`src/rtl/regfile_wb_if.sv`:
```
// Bundle of the register-file write-port arbiter signals.
//
// Handshake (multi-cycle unit -> arbiter): a result transfers on the posedge
// where mc_valid=1 and mc_ready=1. The producer must hold mc_rd/mc_wd stable
// while mc_valid=1 and the result is not yet accepted. mc_ready never depends
// on mc_valid (it may depend combinationally on core_we/core_rd).
//
// master: core writeback stage + multi-cycle unit + register file side.
// slave : the arbiter itself.
interface regfile_wb_if #(
    parameter int AW = 5,
    parameter int DW = 32
);
    logic          core_we;
    logic [AW-1:0] core_rd;
    logic [DW-1:0] core_wd;
    logic          mc_valid;
    logic [AW-1:0] mc_rd;
    logic [DW-1:0] mc_wd;
    logic          mc_ready;
    logic          rf_we;
    logic [AW-1:0] rf_a3;
    logic [DW-1:0] rf_wd;
    logic          init_busy;
    logic          stall_core;
    logic          state_run;   // debug view of the FSM: 0=CLEAR, 1=RUN

    modport master (
        output core_we, core_rd, core_wd, mc_valid, mc_rd, mc_wd,
        input  mc_ready, rf_we, rf_a3, rf_wd, init_busy, stall_core, state_run
    );

    modport slave (
        input  core_we, core_rd, core_wd, mc_valid, mc_rd, mc_wd,
        output mc_ready, rf_we, rf_a3, rf_wd, init_busy, stall_core, state_run
    );
endinterface

```
`src/rtl/regfile_wb_arbiter.sv`:
```
// Write-port owner for the integer register file.
// After reset it clears every register to CLEAR_VAL, one per cycle, then
// arbitrates the single write port between the core writeback (priority) and
// a multi-cycle unit using a valid/ready handshake.
// Optional starvation guard: define REGWB_STARVE_GUARD_EN. When enabled, an
// mc result waiting STARVE_LIMIT cycles earns one cycle of mc priority, during
// which stall_core tells the core to replay its write.
module regfile_wb_arbiter #(
    parameter int              NREG         = 32,
    parameter int              AW           = 5,
    parameter int              DW           = 32,
    parameter logic [DW-1:0]   CLEAR_VAL    = '0,
    parameter int              STARVE_LIMIT = 8
) (
    input  logic       clk,
    input  logic       rst,
    regfile_wb_if.slave bus
);
    typedef enum logic {CLEAR = 1'b0, RUN = 1'b1} state_e;

    localparam logic [AW:0] CLR_LAST = (AW+1)'(NREG - 1);

    if (STARVE_LIMIT < 1) begin : g_bad_limit
        $error("STARVE_LIMIT must be at least 1");
    end

    state_e        state_q, state_d;
    logic [AW:0]   clr_idx_q, clr_idx_d;
    logic          core_req;
    logic          mc_pri;
    logic          mc_ready_c;
    logic          rf_we_c;
    logic [AW-1:0] rf_a3_c;
    logic [DW-1:0] rf_wd_c;
    logic          init_busy_c;

`ifdef REGWB_STARVE_GUARD_EN
    localparam int            CW    = $clog2(STARVE_LIMIT + 1);
    localparam logic [CW-1:0] LIMIT = CW'(STARVE_LIMIT);

    logic [CW-1:0] wait_cnt_q, wait_cnt_d;
    logic          stall_q, stall_d;

    assign mc_pri = stall_q;
`else
    assign mc_pri = 1'b0;
`endif

    assign core_req = bus.core_we && (bus.core_rd != '0);

    // Next-state and write-port mux: clear sequence, then core-first arbitration.
    always_comb begin
        state_d     = state_q;
        clr_idx_d   = clr_idx_q;
        rf_we_c     = 1'b0;
        rf_a3_c     = '0;
        rf_wd_c     = '0;
        mc_ready_c  = 1'b0;
        init_busy_c = 1'b0;
        if (rst) begin
            state_d     = CLEAR;
            clr_idx_d   = '0;
            init_busy_c = 1'b1;
        end else if (state_q == CLEAR) begin
            rf_we_c     = 1'b1;
            rf_a3_c     = clr_idx_q[AW-1:0];
            rf_wd_c     = CLEAR_VAL;
            init_busy_c = 1'b1;
            clr_idx_d   = clr_idx_q + 1'b1;
            if (clr_idx_q == CLR_LAST) begin
                state_d = RUN;
            end
        end else begin
            // mc is offered the port whenever the core does not claim it
            // (x0 writes from the core are not a claim).
            mc_ready_c = mc_pri || !core_req;
            if (!mc_ready_c) begin
                rf_we_c = 1'b1;
                rf_a3_c = bus.core_rd;
                rf_wd_c = bus.core_wd;
            end else if (bus.mc_valid && (bus.mc_rd != '0)) begin
                rf_we_c = 1'b1;
                rf_a3_c = bus.mc_rd;
                rf_wd_c = bus.mc_wd;
            end
        end
    end

    // FSM and clear-index registers.
    always_ff @(posedge clk) begin
        if (rst) begin
            state_q   <= CLEAR;
            clr_idx_q <= '0;
        end else begin
            state_q   <= state_d;
            clr_idx_q <= clr_idx_d;
        end
    end

`ifdef REGWB_STARVE_GUARD_EN
    // Count cycles an mc result is refused; at the limit grant mc one cycle.
    always_comb begin
        wait_cnt_d = '0;
        stall_d    = 1'b0;
        if (!rst && state_q == RUN) begin
            if (bus.mc_valid && !mc_ready_c) begin
                wait_cnt_d = wait_cnt_q + CW'(1);
            end
            if (wait_cnt_d == LIMIT) begin
                stall_d    = 1'b1;
                wait_cnt_d = '0;
            end
        end
    end

    // Starvation counter and registered stall flag.
    always_ff @(posedge clk) begin
        if (rst) begin
            wait_cnt_q <= '0;
            stall_q    <= 1'b0;
        end else begin
            wait_cnt_q <= wait_cnt_d;
            stall_q    <= stall_d;
        end
    end

    assign bus.stall_core = stall_q && !rst;
`else
    assign bus.stall_core = 1'b0;
`endif

    assign bus.mc_ready  = mc_ready_c;
    assign bus.rf_we     = rf_we_c;
    assign bus.rf_a3     = rf_a3_c;
    assign bus.rf_wd     = rf_wd_c;
    assign bus.init_busy = init_busy_c;
    assign bus.state_run = (state_q == RUN);
endmodule

```
`src/flat_wrapper.sv`:
```
// flat-port wrapper written by rule: the top's interface ports become plain ports
module regfile_wb_arbiter_flat 
#(
    parameter int              NREG         = 32,
    parameter int              AW           = 5,
    parameter int              DW           = 32,
    parameter logic [DW-1:0]   CLEAR_VAL    = '0,
    parameter int              STARVE_LIMIT = 8
)
  (clk, rst, bus_core_we, bus_core_rd, bus_core_wd, bus_mc_valid, bus_mc_rd, bus_mc_wd, bus_mc_ready, bus_rf_we, bus_rf_a3, bus_rf_wd, bus_init_busy, bus_stall_core, bus_state_run);
  regfile_wb_if #(.AW(AW), .DW(DW)) bus_i ();
  input  logic clk;
  input  logic rst;
  input wire logic [$bits(bus_i.core_we)-1:0] bus_core_we;
  input wire logic [$bits(bus_i.core_rd)-1:0] bus_core_rd;
  input wire logic [$bits(bus_i.core_wd)-1:0] bus_core_wd;
  input wire logic [$bits(bus_i.mc_valid)-1:0] bus_mc_valid;
  input wire logic [$bits(bus_i.mc_rd)-1:0] bus_mc_rd;
  input wire logic [$bits(bus_i.mc_wd)-1:0] bus_mc_wd;
  output wire logic [$bits(bus_i.mc_ready)-1:0] bus_mc_ready;
  output wire logic [$bits(bus_i.rf_we)-1:0] bus_rf_we;
  output wire logic [$bits(bus_i.rf_a3)-1:0] bus_rf_a3;
  output wire logic [$bits(bus_i.rf_wd)-1:0] bus_rf_wd;
  output wire logic [$bits(bus_i.init_busy)-1:0] bus_init_busy;
  output wire logic [$bits(bus_i.stall_core)-1:0] bus_stall_core;
  output wire logic [$bits(bus_i.state_run)-1:0] bus_state_run;
  assign bus_i.core_we = bus_core_we;
  assign bus_i.core_rd = bus_core_rd;
  assign bus_i.core_wd = bus_core_wd;
  assign bus_i.mc_valid = bus_mc_valid;
  assign bus_i.mc_rd = bus_mc_rd;
  assign bus_i.mc_wd = bus_mc_wd;
  assign bus_mc_ready = bus_i.mc_ready;
  assign bus_rf_we = bus_i.rf_we;
  assign bus_rf_a3 = bus_i.rf_a3;
  assign bus_rf_wd = bus_i.rf_wd;
  assign bus_init_busy = bus_i.init_busy;
  assign bus_stall_core = bus_i.stall_core;
  assign bus_state_run = bus_i.state_run;
  regfile_wb_arbiter #(.NREG(NREG), .AW(AW), .DW(DW), .CLEAR_VAL(CLEAR_VAL), .STARVE_LIMIT(STARVE_LIMIT)) u_core (.clk(clk), .rst(rst), .bus(bus_i));
endmodule
```
`config.mk`:
```
export PLATFORM = sky130hd
export DESIGN_NAME = regfile_wb_arbiter_flat
export DESIGN_NICKNAME = d
export VERILOG_FILES = /design/src/rtl/regfile_wb_if.sv /design/src/rtl/regfile_wb_arbiter.sv /design/src/flat_wrapper.sv
export SDC_FILE = /design/constraint.sdc
export NUM_CORES = 1
export LEC_CHECK = 0
export ABC_AREA = 1
export BUFFER_PORTS_ARGS = -buffer_cell sky130_fd_sc_hd__buf_2
export CORE_MARGIN = 2
export CORE_UTILIZATION = 35
export CTS_CLUSTER_DIAMETER = 200
export DETAILED_ROUTE_END_ITERATION = 10
export PLACE_DENSITY = 0.86
export RECOVER_POWER = 100
export SYNTH_ARGS = -nofsm -noshare
export SYNTH_HDL_FRONTEND = slang
export SYNTH_SLANG_ARGS = --single-unit
```
`constraint.sdc`:
```
create_clock -name clk -period 1.75 [get_ports clk]
set_clock_uncertainty 0.2 [all_clocks]
set_input_delay 0.35 -clock clk [delete_from_list [all_inputs] [get_ports clk]]
set_output_delay 0.35 -clock clk [all_outputs]
set_load 0.02 [all_outputs]
```
== Yosys cells after proc, flatten, opt, wreduce, memory -nomap -nowiden ==
Index checks and enable logic that the tools add are counted.
Widths: inputs -> output; s select.

* Output and inout port bits: 42
* Word-level logic and storage cells: 27
* Input bits: 78
* Bits in registers: 7

* Eq/ne operators: 1
* Reduce and logical (&&, ||, !) cells: 5
* Add/sub/neg operators: 1
* Mux-type cells: 18

{| class="wikitable"
|+ Operator list
! operator !! number
|-
| $mux 32 || 4
|-
| $mux 5 || 4
|-
| $mux 1 || 10
|-
| $reduce_bool 5->1 || 2
|-
| $add 6x1->6 const B || 1
|-
| $eq 6x5->1 const B || 1
|-
| $logic_and 1x1->1 || 2
|-
| $logic_not 1->1 || 1
|}

== Logic depth before layout (Yosys ltp) ==
Gate-level depths: netlist of the first run.

* Word-level depth: 6
* Gate-level depth with buffers: 8
* Gate-level depth less buffers: 7

== Least setup slack after synthesis of the first run ==
OpenSTA, ideal clock, no wires.

* Path kind: register to output
* From: reg u_core.state_q (netlist: u_core.bus.state_run)
* To: out bus_rf_wd[21]
* Path buffers: 2
* Setup slack: -146 ps
* Required time: 1200 ps
* Stages on the path, launching flop included: 7
* Data arrival time: 1346 ps
* Cells stage by stage: dfxtp_1 buf_6 inv_8 nor2_8 buf_4 o21ai_0 a21oi_1

* Cells in the longest elaborated chain, start to end: 2

{| class="wikitable"
|+ Ends and longest elaborated chain
! item !! RTL line !! text
|-
| start, declared || regfile_wb_arbiter.sv:27 || <nowiki>state_e state_q, state_d;</nowiki>
|-
| start signal, assigned || regfile_wb_arbiter.sv:95 || <nowiki>state_q <= state_d;</nowiki>
|-
| $mux 32 || regfile_wb_arbiter.sv:64 || <nowiki>end else if (state_q == CLEAR) begin</nowiki>
|-
| $mux 32 || regfile_wb_arbiter.sv:60 || <nowiki>if (rst) begin</nowiki>
|-
| end, declared || flat_wrapper.sv:23 || <nowiki>output wire logic [$bits(bus_i.rf_wd)-1:0] bus_rf_wd;</nowiki>
|}

No other way between the ends.

== Worst setup path after layout of the first run ==
* From: in bus_core_rd[0]
* To: out bus_rf_wd[15]

* Cells in the longest elaborated chain, start to end: 5

{| class="wikitable"
|+ Ends and longest elaborated chain
! item !! RTL line !! text
|-
| start, declared || flat_wrapper.sv:15 || <nowiki>input wire logic [$bits(bus_i.core_rd)-1:0] bus_core_rd;</nowiki>
|-
| $reduce_bool 5->1 || regfile_wb_arbiter.sv:49 || <nowiki>assign core_req = bus.core_we && (bus.core_rd != '0);</nowiki>
|-
| $logic_and 1x1->1 || regfile_wb_arbiter.sv:49 ||
|-
| $mux 32 || regfile_wb_arbiter.sv:77 || <nowiki>if (!mc_ready_c) begin</nowiki>
|-
| $mux 32 || regfile_wb_arbiter.sv:64 ||
|-
| $mux 32 || regfile_wb_arbiter.sv:60 ||
|}

No other way between the ends.

==> metrics, run 1 <==
outcome=finished with violations; failing checks=negative setup slack; RR Startpoint=u_core.bus.state_run$_SDFF_PP0_; vias in the first global route=1680; simple-gate area share of the yosys netlist=0.322; f_max=approximately 0.49 GHz; sequential fraction of the synthesis area=0.127; Final GP Congestion=0.921; dpl hpwl=3.22 mm; clk_lat worst skew=between 0.2 and 0.3 ns; Synth cell types=27; commonest non-fill, non-tap cell in the layout=buf_2; Max Cap Violations=0; Sequential Area=roughly 140 sq um; first-pass GRT wire length=roughly 7.4 mm; P per Cell Area=281 nW/um^2; Switching Fraction=0.359; Hold Path Depth=1; RSZ-0062 raised after global routing=yes; Clock power frac=0.214; Final #Nets=roughly 420; most frequent cells in the layout=buf_2 (74), nand2_1 (42), buf_6 (33); worst-path fanout max=5; final setup vio count=39; net count after synthesis=270; main combinational cell family by area after synthesis=compound AO/OA/AOI/OAI gates; Compound-Gate Fraction of Synth Area=0.363; fin crit share=1.15; Fillers=156; Worst-path clk slew=roughly 0.050 ns; reg-to-reg setup timing slack=0.33 ns; Die Footprint=approximately 3600 sq um; CTS tree=yes; arrival time worst endpoint=between 1 and 1.5 ns; Die W=~60 microns; Synth Area in Adders=0.0114; post-synthesis xor/xnor area fraction=0.0159; area of the multi-input gates=between 900 and 1000 sq um; critical path endpoint category=output pin; number of diodes=0; Core Area=a little over 3000 sq um; startpoint types=input pin; routed wire length=approximately 6.5 mm; clock sinks=7; Vias/cell=between 5 and 6; hold buffer count at cts=0; Min-Delay Endpoint=u_core.bus.state_run$_SDFF_PP0_; drt pass-1 iters=4; max-slew violation count=0; I/O pins=120; Initial Util=0.363; maximum number of pins on one net before global-route repair=23; Critical Path RT=1.20 ns; Logic pwr share=0.557; routed len/inst=~17 microns; DRC Markers=0; vias post-DR=between 2000 and 2500; Netlist Area Pre-Place=~1100 sq um; Port-buffer cells=between 100 and 150; top-area cell type share of the netlist area=0.171; Setup WS post-layout=-0.271 ns; FF-to-FF path depth=6; Die Y=60.1 microns; power share of the sequential group=0.229; starting DRC count in detailed routing=~220; Mapped Cells=191; minimum clock period after layout=between 2 and 2.5 ns; worst vdd ir=roughly 0.31 mV; Yosys Warn Count=0; dpl ws=-0.262 ns; layout cell share with drive strength beyond 1=0.660; grt ovf=0; post-synthesis average cell area=5.76 sq um; top post-synthesis cells by area=nand2_1 (17%), a21oi_1 (17%), o21ai_0 (13%); Root Driver=clkbuf_4; worst hold start=u_core.clr_idx_q[5]$_SDFFE_PP0N_; Worst Hold Class=reg2reg; CTS buffer count=3; number of cell rows=20; Max H-tree Level=1; internal power=roughly 470 uW; Final TNS setup=-6.15 ns; Setup CP Type=in2out; Longest Clk Path Bufs=2; mux contribution to synthesized area=0; FF-to-FF End=u_core.clr_idx_q[5]$_SDFFE_PP0N_; Routed Antenna Nets=0; Final Hold Vio Count=0; initial antenna violation count=0; Net Switching=approximately 260 uW; cell taking the most area after synthesis=nand2_1; Layout Area Growth over Synthesis=138%; GRT Total Usage=0.267; Yosys reg bits=7; leakage power total=approximately 0.0013 uW
-- power by group through the flow --
| stage | logic [uW] | registers, uW | clock network (uW) |
|---|---|---|---|
| 2_1_floorplan | 126 | 173 | 0 |
| 3_3_place_gp | 260 | 173 | 0 |
| 3_5_place_dp | 263 | 174 | 0 |
| 4_1_cts | 355 | 169 | 157 |
| 5_1_grt | 429 | 169 | 166 |
| 6_report | 410 | 169 | 157 |
-- per-layer routing --
layer	global-route usage	up-vias	part of all wire
met2	0.505	133	0.52
li1	-	932	-
met5	0	-	0
met1	0.307	947	0.36
met4	0.0762	0	0.037
met3	0.0346	35	0.085
-- Yosys cell counts, drive strengths merged --
library cell,count
nor2,11
o41ai,1
nand3,9
conb,1
inv,12
o21ai,35
dfxtp,7
xnor2,1
a211oi,1
buf,16
ha,1
xor2,1
a21oi,37
nand2,54
nor3,2
o21bai,2
-- registers in the layout, indices dropped and copies added, names as in the netlist --
| name | count |
|---|---|
| u_core.bus.state_run | 1 |
| u_core.clr_idx_q | 6 |
-- final cells by class --
type	count	area share
Multi-Input combinational cell	156	0.380
Timing Repair Buffer	156	0.513
Clock buffer	4	0.0100
Inverter	12	0.0210
Sequential cell	7	0.0549
Tap cell	44	0.0210
-- worst max-delay path by stage --
stage,startpoint,end,slack (ns),cells past startpoint
finish,bus_core_rd[0],bus_rf_wd[15],-0.27,9
global route,bus_core_rd[0],bus_rf_wd[15],-0.31,9
CTS,bus_core_rd[0],bus_rf_wd[31],-0.17,10
detailed placement,bus_core_rd[1],bus_rf_a3[4],-0.26,10
global placement,bus_core_rd[3],bus_rf_a3[1],-0.23,10
floorplan,bus_core_rd[3],bus_rf_wd[0],0.005,6
-- worst max-delay path, stage by stage --
cell and delay (ns):
buf_8 0.10, nor2_4 0.12, nand3_4 0.11, nand2_8 0.12, buf_12 0.13, clkbuf_16 0.13
o21ai_1 0.07, a21oi_2 0.15, buf_4 0.17
-- what timing repair did --
action,CTS,global route
endpoints found under the hold margin,0,0
gates resized for setup,78,49
pin swaps,8,3
buffers inserted,9,1
cloned,3,2
setup endpoints to repair,39,39
-- stage by stage --
step,cell area (sq um),std cells,hold WS [ns],util,power [uW]
final,2620,379,0.260,0.865,736
after global routing,2620,379,0.286,0.865,764
after CTS,2430,376,0.264,0.804,682
after detailed placement,1970,360,0.259,0.650,437
after global placement,1970,360,0.256,0.650,433
after floorplan,1220,191,0.232,-,298
-- cells by family (layout without fill, tap and decap cells) --
kind of cell,count (synthesis),after routing
XOR/XNOR,2,2
other,1,1
AND/OR/NAND/NOR,76,76
flip-flops,7,7
buffers and inverters,28,172
adder cells (fa/ha/maj),1,1
AO/OA/AOI/OAI,76,76
No activity file was read; power rests on OpenSTA's default activity.
==> run 2, diff against run 1 <==
--- a/config.mk
+++ b/config.mk
@@ -8,10 +8,10 @@
 export ABC_AREA = 1
 export BUFFER_PORTS_ARGS = -buffer_cell sky130_fd_sc_hd__buf_2
 export CORE_MARGIN = 2
-export CORE_UTILIZATION = 35
+export CORE_UTILIZATION = 37
 export CTS_CLUSTER_DIAMETER = 200
 export DETAILED_ROUTE_END_ITERATION = 10
-export PLACE_DENSITY = 0.86
+export PLACE_DENSITY = 0.9
 export RECOVER_POWER = 100
 export SYNTH_ARGS = -nofsm -noshare
 export SYNTH_HDL_FRONTEND = slang
==> constraint.sdc (replaced) <==
create_clock -name clk -period 2.5 [get_ports clk]
set_clock_uncertainty 0.2 [all_clocks]
set_input_delay 0.5 -clock clk [delete_from_list [all_inputs] [get_ports clk]]
set_output_delay 0.5 -clock clk [all_outputs]
set_load 0.02 [all_outputs]
==> run 2 against run 1 <==
  * The run now ends clean
  * Clock power fell by 36%
  * Worst setup slack improved by 0.40 ns
  * Final cell count fell by 12%
==> metrics, run 2 (same netlist as run 1, synthesis figures left out) <==
layout cell share with drive strength beyond 1=0.446 (-0.214); Layout Area Growth over Synthesis=55.5%; Die Y=58.5 microns (-2.6%); max FFs per register=6 (unchanged); Die W=58.5 microns (-2.6%); number of diodes=0 (unchanged); most flop-heavy register=u_core.clr_idx_q; fin crit share=0.948; P per Cell Area=215 nW/um^2 (-23%); routed len/inst=11.4 microns (-34%); DRC Markers=0 (unchanged); startpoint types=input pin; final setup vio count=0 (-100%); CTS buffer count=3 (unchanged); Switching Fraction=0.323 (-0.0364); initial antenna violation count=0 (unchanged); leakage power total=0.000941 uW (-25%); clock sinks=7 (unchanged); vias in the first global route=1412 (-16%); Final Util=0.615 (-0.250); Final GP Congestion=0.805 (-13%); arrival time worst endpoint=1.67 ns (+0.20 ns); Setup CP Type=in2out; I/O pins=120 (unchanged); Die Footprint=3420 sq um (-5.0%); Longest Clk Path Bufs=2 (unchanged); total power=368 uW (-50%); Critical Path RT=1.80 ns (+0.60 ns); hold buffer count at cts=0 (unchanged); worst-path fanout max=31 (+26); Final Instance Count excl. Fillers=334 (-12%); post-CTS setup buffer count=0 (-9); routed wire length=3.82 mm (-41%); Worst Hold Class=reg2reg; critical path endpoint category=output pin; Port-buffer cells=118 (unchanged); f_max=0.422 GHz; internal power=249 uW (-47%); Max Cap Violations=0 (unchanged); commonest non-fill, non-tap cell in the layout=buf_2; Core Area=2780 sq um (-8.1%); CTS tree=yes; Logic pwr share=0.402 (-0.155); cell total after placement=330 (-8.3%); max-slew violation count=0 (unchanged); sequence of cells on the critical path=buf_2 -> nor2_1 -> nand3_2 -> nand2_2 -> buf_12 -> o21ai_0 -> a21oi_1 -> clkbuf_1; minimum clock period after layout=~2.4 ns; first-pass GRT wire length=5.71 mm (-23%); Slowest Stage Delay on Critical Path=0.24 ns (+0.07 ns); Worst-path clk slew=0.05 ns (about the same); clk_lat worst skew=0.25 ns (about the same); Fillers=304 (+95%); slowest stage cell, crit path=clkbuf_1; drt pass-1 iters=4 (unchanged); Root Driver=clkbuf_4; Max H-tree Level=1 (unchanged); maximum number of pins on one net before global-route repair=33 (+43%); power share of the sequential group=0.323 (+0.094); dpl hpwl=3.14 mm (-2.7%); Final TNS setup=0 ns (+6.15 ns); Net Switching=119 uW (-55%); post-CTS sizing=0 (-100%); Final #Nets=383 (-7.7%); starting DRC count in detailed routing=110 (-51%); Clock power frac=0.275 (+0.061); Routed Antenna Nets=0 (unchanged); Vias/cell=4.90 (-9.3%); most frequent cells in the layout=buf_2 (83), nand2_1 (50), a21oi_1 (37); number of cell rows=19 (-5.0%); grt ovf=0 (unchanged); RSZ-0062 raised after global routing=no; vias post-DR=1637 (-20%); GRT Total Usage=0.205 (-0.0617); worst vdd ir=0.325 mV (+3.4%); outcome=completed; Final Hold Vio Count=0 (unchanged); Initial Util=0.395 (+0.0322)
## run 2: cell count changes in the layout (fill, tap and decap cells not counted), sizes merged
cell	before	now
clkbuf	7	40
buf	153	88
## run 2: layout make-up
class / instances / area, sq um / area share
Multi-Input combinational cell: 156 / 776 / 0.454
Timing Repair Buffer: 124 / 677 / 0.396
Sequential cell: 7 / 140 / 0.0819
Inverter: 12 / 52.6 / 0.0307
Clock buffer: 4 / 26.3 / 0.0154
Tap cell: 31 / 38.8 / 0.0227
## run 2: stage by stage
stage	setup slack, ns	cell area [sq um]	hold slack (ns)
floorplan	0.417	1100	0.240
global placement	0.194	1700	0.261
detailed placement	0.134	1700	0.268
CTS	0.133	1730	0.293
global route	0.0224	1710	0.312
finish	0.130	1710	0.289
## run 2: critical path: cells and delay by family
| family | cells | cell delay (ns) |
|---|---|---|
| buffers and inverters | 3 | 0.55 |
| and+or+nand+nor | 3 | 0.42 |
| AOI/OAI and AO/OA | 2 | 0.20 |
## run 2: power groups by stage
stage | Clock, uW | Sequential [uW] | Combinational (uW)
after floorplan | 0 | 121 | 76.5
after global placement | 0 | 121 | 149
after detailed placement | 0 | 121 | 150
after CTS | 105 | 119 | 151
after global routing | 113 | 120 | 166
final | 101 | 119 | 148
## run 2: path summary, 6_finish.rpt
kind,startpoint,end,slack [ns],cells after the start
hold reg to reg,u_core.clr_idx_q[5]$_SDFFE_PP0N_,u_core.bus.state_run$_SDFF_PP0_,0.29,1
hold / removal,u_core.clr_idx_q[5]$_SDFFE_PP0N_,u_core.bus.state_run$_SDFF_PP0_,0.29,1
setup reg to reg,u_core.bus.state_run$_SDFF_PP0_,u_core.clr_idx_q[4]$_SDFFE_PP0N_,0.97,4
setup / recovery,bus_core_rd[3],bus_rf_wd[0],0.13,8
## run 2: per-layer routing
layer	vias to the layer above	wire length (microns)	GRT usage
li1	867	-	-
met1	696	1480	0.247
met2	70	1970	0.372
met3	4	340	0.0264
met4	0	31	0.0664
met5	-	0	0
==> run 3, diff against run 2 <==
--- a/config.mk
+++ b/config.mk
@@ -5,13 +5,12 @@
 export SDC_FILE = /design/constraint.sdc
 export NUM_CORES = 1
 export LEC_CHECK = 0
-export ABC_AREA = 1
 export BUFFER_PORTS_ARGS = -buffer_cell sky130_fd_sc_hd__buf_2
 export CORE_MARGIN = 2
-export CORE_UTILIZATION = 37
+export CORE_UTILIZATION = 42
 export CTS_CLUSTER_DIAMETER = 200
 export DETAILED_ROUTE_END_ITERATION = 10
-export PLACE_DENSITY = 0.9
+export PLACE_DENSITY = 0.91
 export RECOVER_POWER = 100
 export SYNTH_ARGS = -nofsm -noshare
 export SYNTH_HDL_FRONTEND = slang
==> run 3 against run 2 <==
  * The flow now finishes with violations (negative setup slack)
  * Clock-buffer cell count fell by 1
  * Core utilization up 9.9 points
  * Die area rose by 12%
  * Hold slack improved by 0.0084 ns
  * Flip-flop and latch count stayed put
  * Register-to-register slack better by 0.04 ns
  * Fmax decreased by 8.5%
  * Sequential share of layout area decreased by 2.2 points
  * Worst setup slack got worse by 0.22 ns
  * Critical path type unchanged
  * Largest power group unchanged
==> metrics, run 3 <==
vias in the first global route=1634 (+16%); arrival time worst endpoint=1.89 ns (+0.22 ns); slowest stage cell, crit path=or3_4; max-slew violation count=0 (unchanged); Compound-Gate Fraction of Synth Area=0.295 (-0.0682); Final #Nets=383 (unchanged); GRT Total Usage=0.230 (+0.0246); number of diodes=0 (unchanged); hold buffer count at cts=0 (unchanged); Die W=61.8 microns (+5.7%); vias post-DR=1943 (+19%); RSZ-0062 raised after global routing=yes; drt pass-1 iters=4 (unchanged); Netlist Area Pre-Place=1410 sq um (+28%); CTS tree=yes; routed wire length=5.00 mm (+31%); Die Footprint=3820 sq um (+12%); Yosys reg bits=7 (unchanged); met1 GRT Util=0.262 (+0.0147); FF-to-FF path depth=4 (unchanged); Slowest Stage Delay on Critical Path=0.39 ns (+0.15 ns); fin crit share=1.04 (+0.0880); f_max=0.386 GHz (-8.5%); Final GP Congestion=0.820 (+1.9%); max FFs per register=6 (unchanged); count leader, synth=nand2_1; top-area cell type share of the netlist area=0.235 (+0.0644); fraction of registers with async set/reset=0 (unchanged); Port-buffer cells=118 (unchanged); Critical Path RT=1.80 ns (about the same); layout cell share with drive strength beyond 1=0.512 (+0.0660); Min-Delay Endpoint=u_core.clr_idx_q[5]$_SDFFE_PP0N_; commonest non-fill, non-tap cell in the layout=buf_2; Rel. slew slack=0.636; Placed Area=2040 sq um (+20%); top post-synthesis cells by area=mux2i_1 (24%), o2111ai_1 (20%), nand2_1 (10%); Synth cell types=33 (+22%); commonest cells in the netlist=nand2_1 (39), mux2i_1 (33), o2111ai_1 (32), clkbuf_1 (17), nor2_1 (11); Bufs and invs on worst path=3 (unchanged); main combinational cell family by area after synthesis=compound AO/OA/AOI/OAI gates; Worst Hold Class=reg2reg; worst-path fanout max=7 (-77%); Hold Path Depth=2 (+1); Max H-tree Level=1 (unchanged); simple-gate area share of the yosys netlist=0.204 (-0.118); clock sinks=7 (unchanged); Yosys Warn Count=0 (unchanged); cell taking the most area after synthesis=mux2i_1; Post-synth top flop=dfxtp_1; Longest Clk Path Bufs=2 (unchanged); failing checks=negative setup slack; dpl hpwl=3.42 mm (+8.9%); clk_lat worst skew=0.25 ns (about the same); minimum clock period after layout=2.59 ns (+0.220 ns); Root Driver=clkbuf_4; Final Hold Vio Count=0 (unchanged); FF-to-FF End=u_core.clr_idx_q[5]$_SDFFE_PP0N_; startpoint types=input pin; I/O pins=120 (unchanged); most frequent cells in the layout=buf_2 (80), nand2_1 (39), buf_4 (37); Initial Util=0.428 (+0.0324); most flop-heavy register=u_core.clr_idx_q; Worst-path clk slew=0.05 ns (about the same); Layout Area Growth over Synthesis=67.0%; maximum number of pins on one net before global-route repair=53 (+61%); initial antenna violation count=0 (unchanged); starting DRC count in detailed routing=146 (+33%); Vias/cell=5.57 (+14%); Die Y=61.8 microns (+5.7%); Setup CP Type=in2out; pin slew with the least headroom to its limit=roughly 0.55 ns; critical path endpoint category=output pin; DRC Markers=0 (unchanged); dpl ws=-0.130 ns (-0.264 ns); worst vdd ir=0.0921 mV (-72%); gr busiest metal=met2; Mapped Cells=192 (+0.52%); Max Cap Violations=0 (unchanged); outcome=finished with violations; Routed Antenna Nets=0 (unchanged); cell total after placement=341 (+3.3%); Synth Area in Adders=0.00890 (-0.00247); reg-to-reg setup timing slack=1.01 ns (+0.04 ns); met3 GRT Util=0.0186 (-0.00774); first-pass GRT wire length=6.71 mm (+18%); Core Area=3280 sq um (+18%); Setup WS post-layout=-0.0900 ns (-0.220 ns); Final Cell Area=2350 sq um (+37%); worst hold start=u_core.clr_idx_q[5]$_SDFFE_PP0N_; post-synthesis average cell area=7.32 sq um (+27%); P per Cell Area=182 nW/um^2 (-15%); sequence of cells on the critical path=buf_6 -> or3_4 -> o31a_4 -> buf_12 -> mux2i_2 -> buf_4; number of cell rows=21 (+2); net count after synthesis=271 (+0.37%); sequential fraction of the synthesis area=0.0997 (-0.0277); RR Startpoint=u_core.bus.state_run$_SDFF_PP0_; CTS buffer count=3 (unchanged); Final Util=0.714 (+0.0994); met2 Track Usage GR=0.451 (+0.0787); leakage power total=0.00104 uW (+10%); mux contribution to synthesized area=0.235 (+0.235); routed len/inst=14.3 microns (+25%); Final Instance Count excl. Fillers=349 (+4.5%); Post-synth EDFFs=0 (unchanged); Top delay family on crit path=buffers and inverters; grt ovf=0 (unchanged); final setup vio count=37 (+37); post-synthesis xor/xnor area fraction=0.0249 (+0.00901)
-- run 3: worst max-delay path by stage --
stage / from / end / slack (ns) / cells after the start
global placement: bus_core_rd[1] / bus_rf_wd[23] / -0.08 / 6
floorplan: bus_core_rd[1] / bus_rf_wd[10] / 0.01 / 5
detailed placement: bus_core_rd[1] / bus_rf_wd[17] / -0.13 / 6
CTS: bus_core_rd[0] / bus_rf_wd[17] / -0.13 / 6
finish: bus_core_rd[0] / bus_rf_wd[13] / -0.09 / 6
global route: bus_core_rd[0] / bus_rf_wd[13] / -0.13 / 6
-- run 3: timing repair --
action	in CTS	in global routing
setup endpoints to repair	35	39
setup buffers	1	0
pin swaps	6	4
resized for setup	22	37
gates cloned	2	1
-- run 3: where the power goes --
group          switching (uW)  internal [uW]  leakage (uW)
clock network            43.3           58.5     0.0000177
logic                    97.9            106      0.000962
registers                5.35            116     0.0000570
-- run 3: through the flow --
step                hold slack [ns]  total power, uW  TNS, ns
floorplan                     0.254              214        0
global placement              0.269              289    -1.56
detailed placement            0.298              293    -2.14
CTS                           0.304              414    -2.90
global route                  0.340              453    -3.12
finish                        0.297              427    -1.51
-- run 3: logic make-up after synthesis --
family / count (synthesis)
multiplexers: 33
AO/OA/AOI/OAI: 51
other: 1
XOR/XNOR: 4
buffers and inverters: 31
flip-flops: 7
adder cells (fa/ha/maj): 1
AND/OR/NAND/NOR: 64
-- run 3: tightest hold or removal path, delay by kind of cell, from the launching register on --
family	cells	cell delay [ns]
AOI/OAI and AO/OA	2	0.14
DFF	1	0.32
-- run 3: per-layer routing --
layer / share of wire / vias to the layer above
met3: 0.075 / 6
met2: 0.53 / 105
met4: 0.0086 / 0
met1: 0.39 / 883
li1: - / 949
met5: 0 / -
-- run 3: final cells by class --
cell class              instances  area [sq um]
multi-input cells             154          1180
fillers                       245           938
repair buffers                135           925
flip-flops and latches          7           140
well taps                      46          57.6
clock buffers                   3          22.5
inverters                       3          11.3
clock inverters                 1          5.00
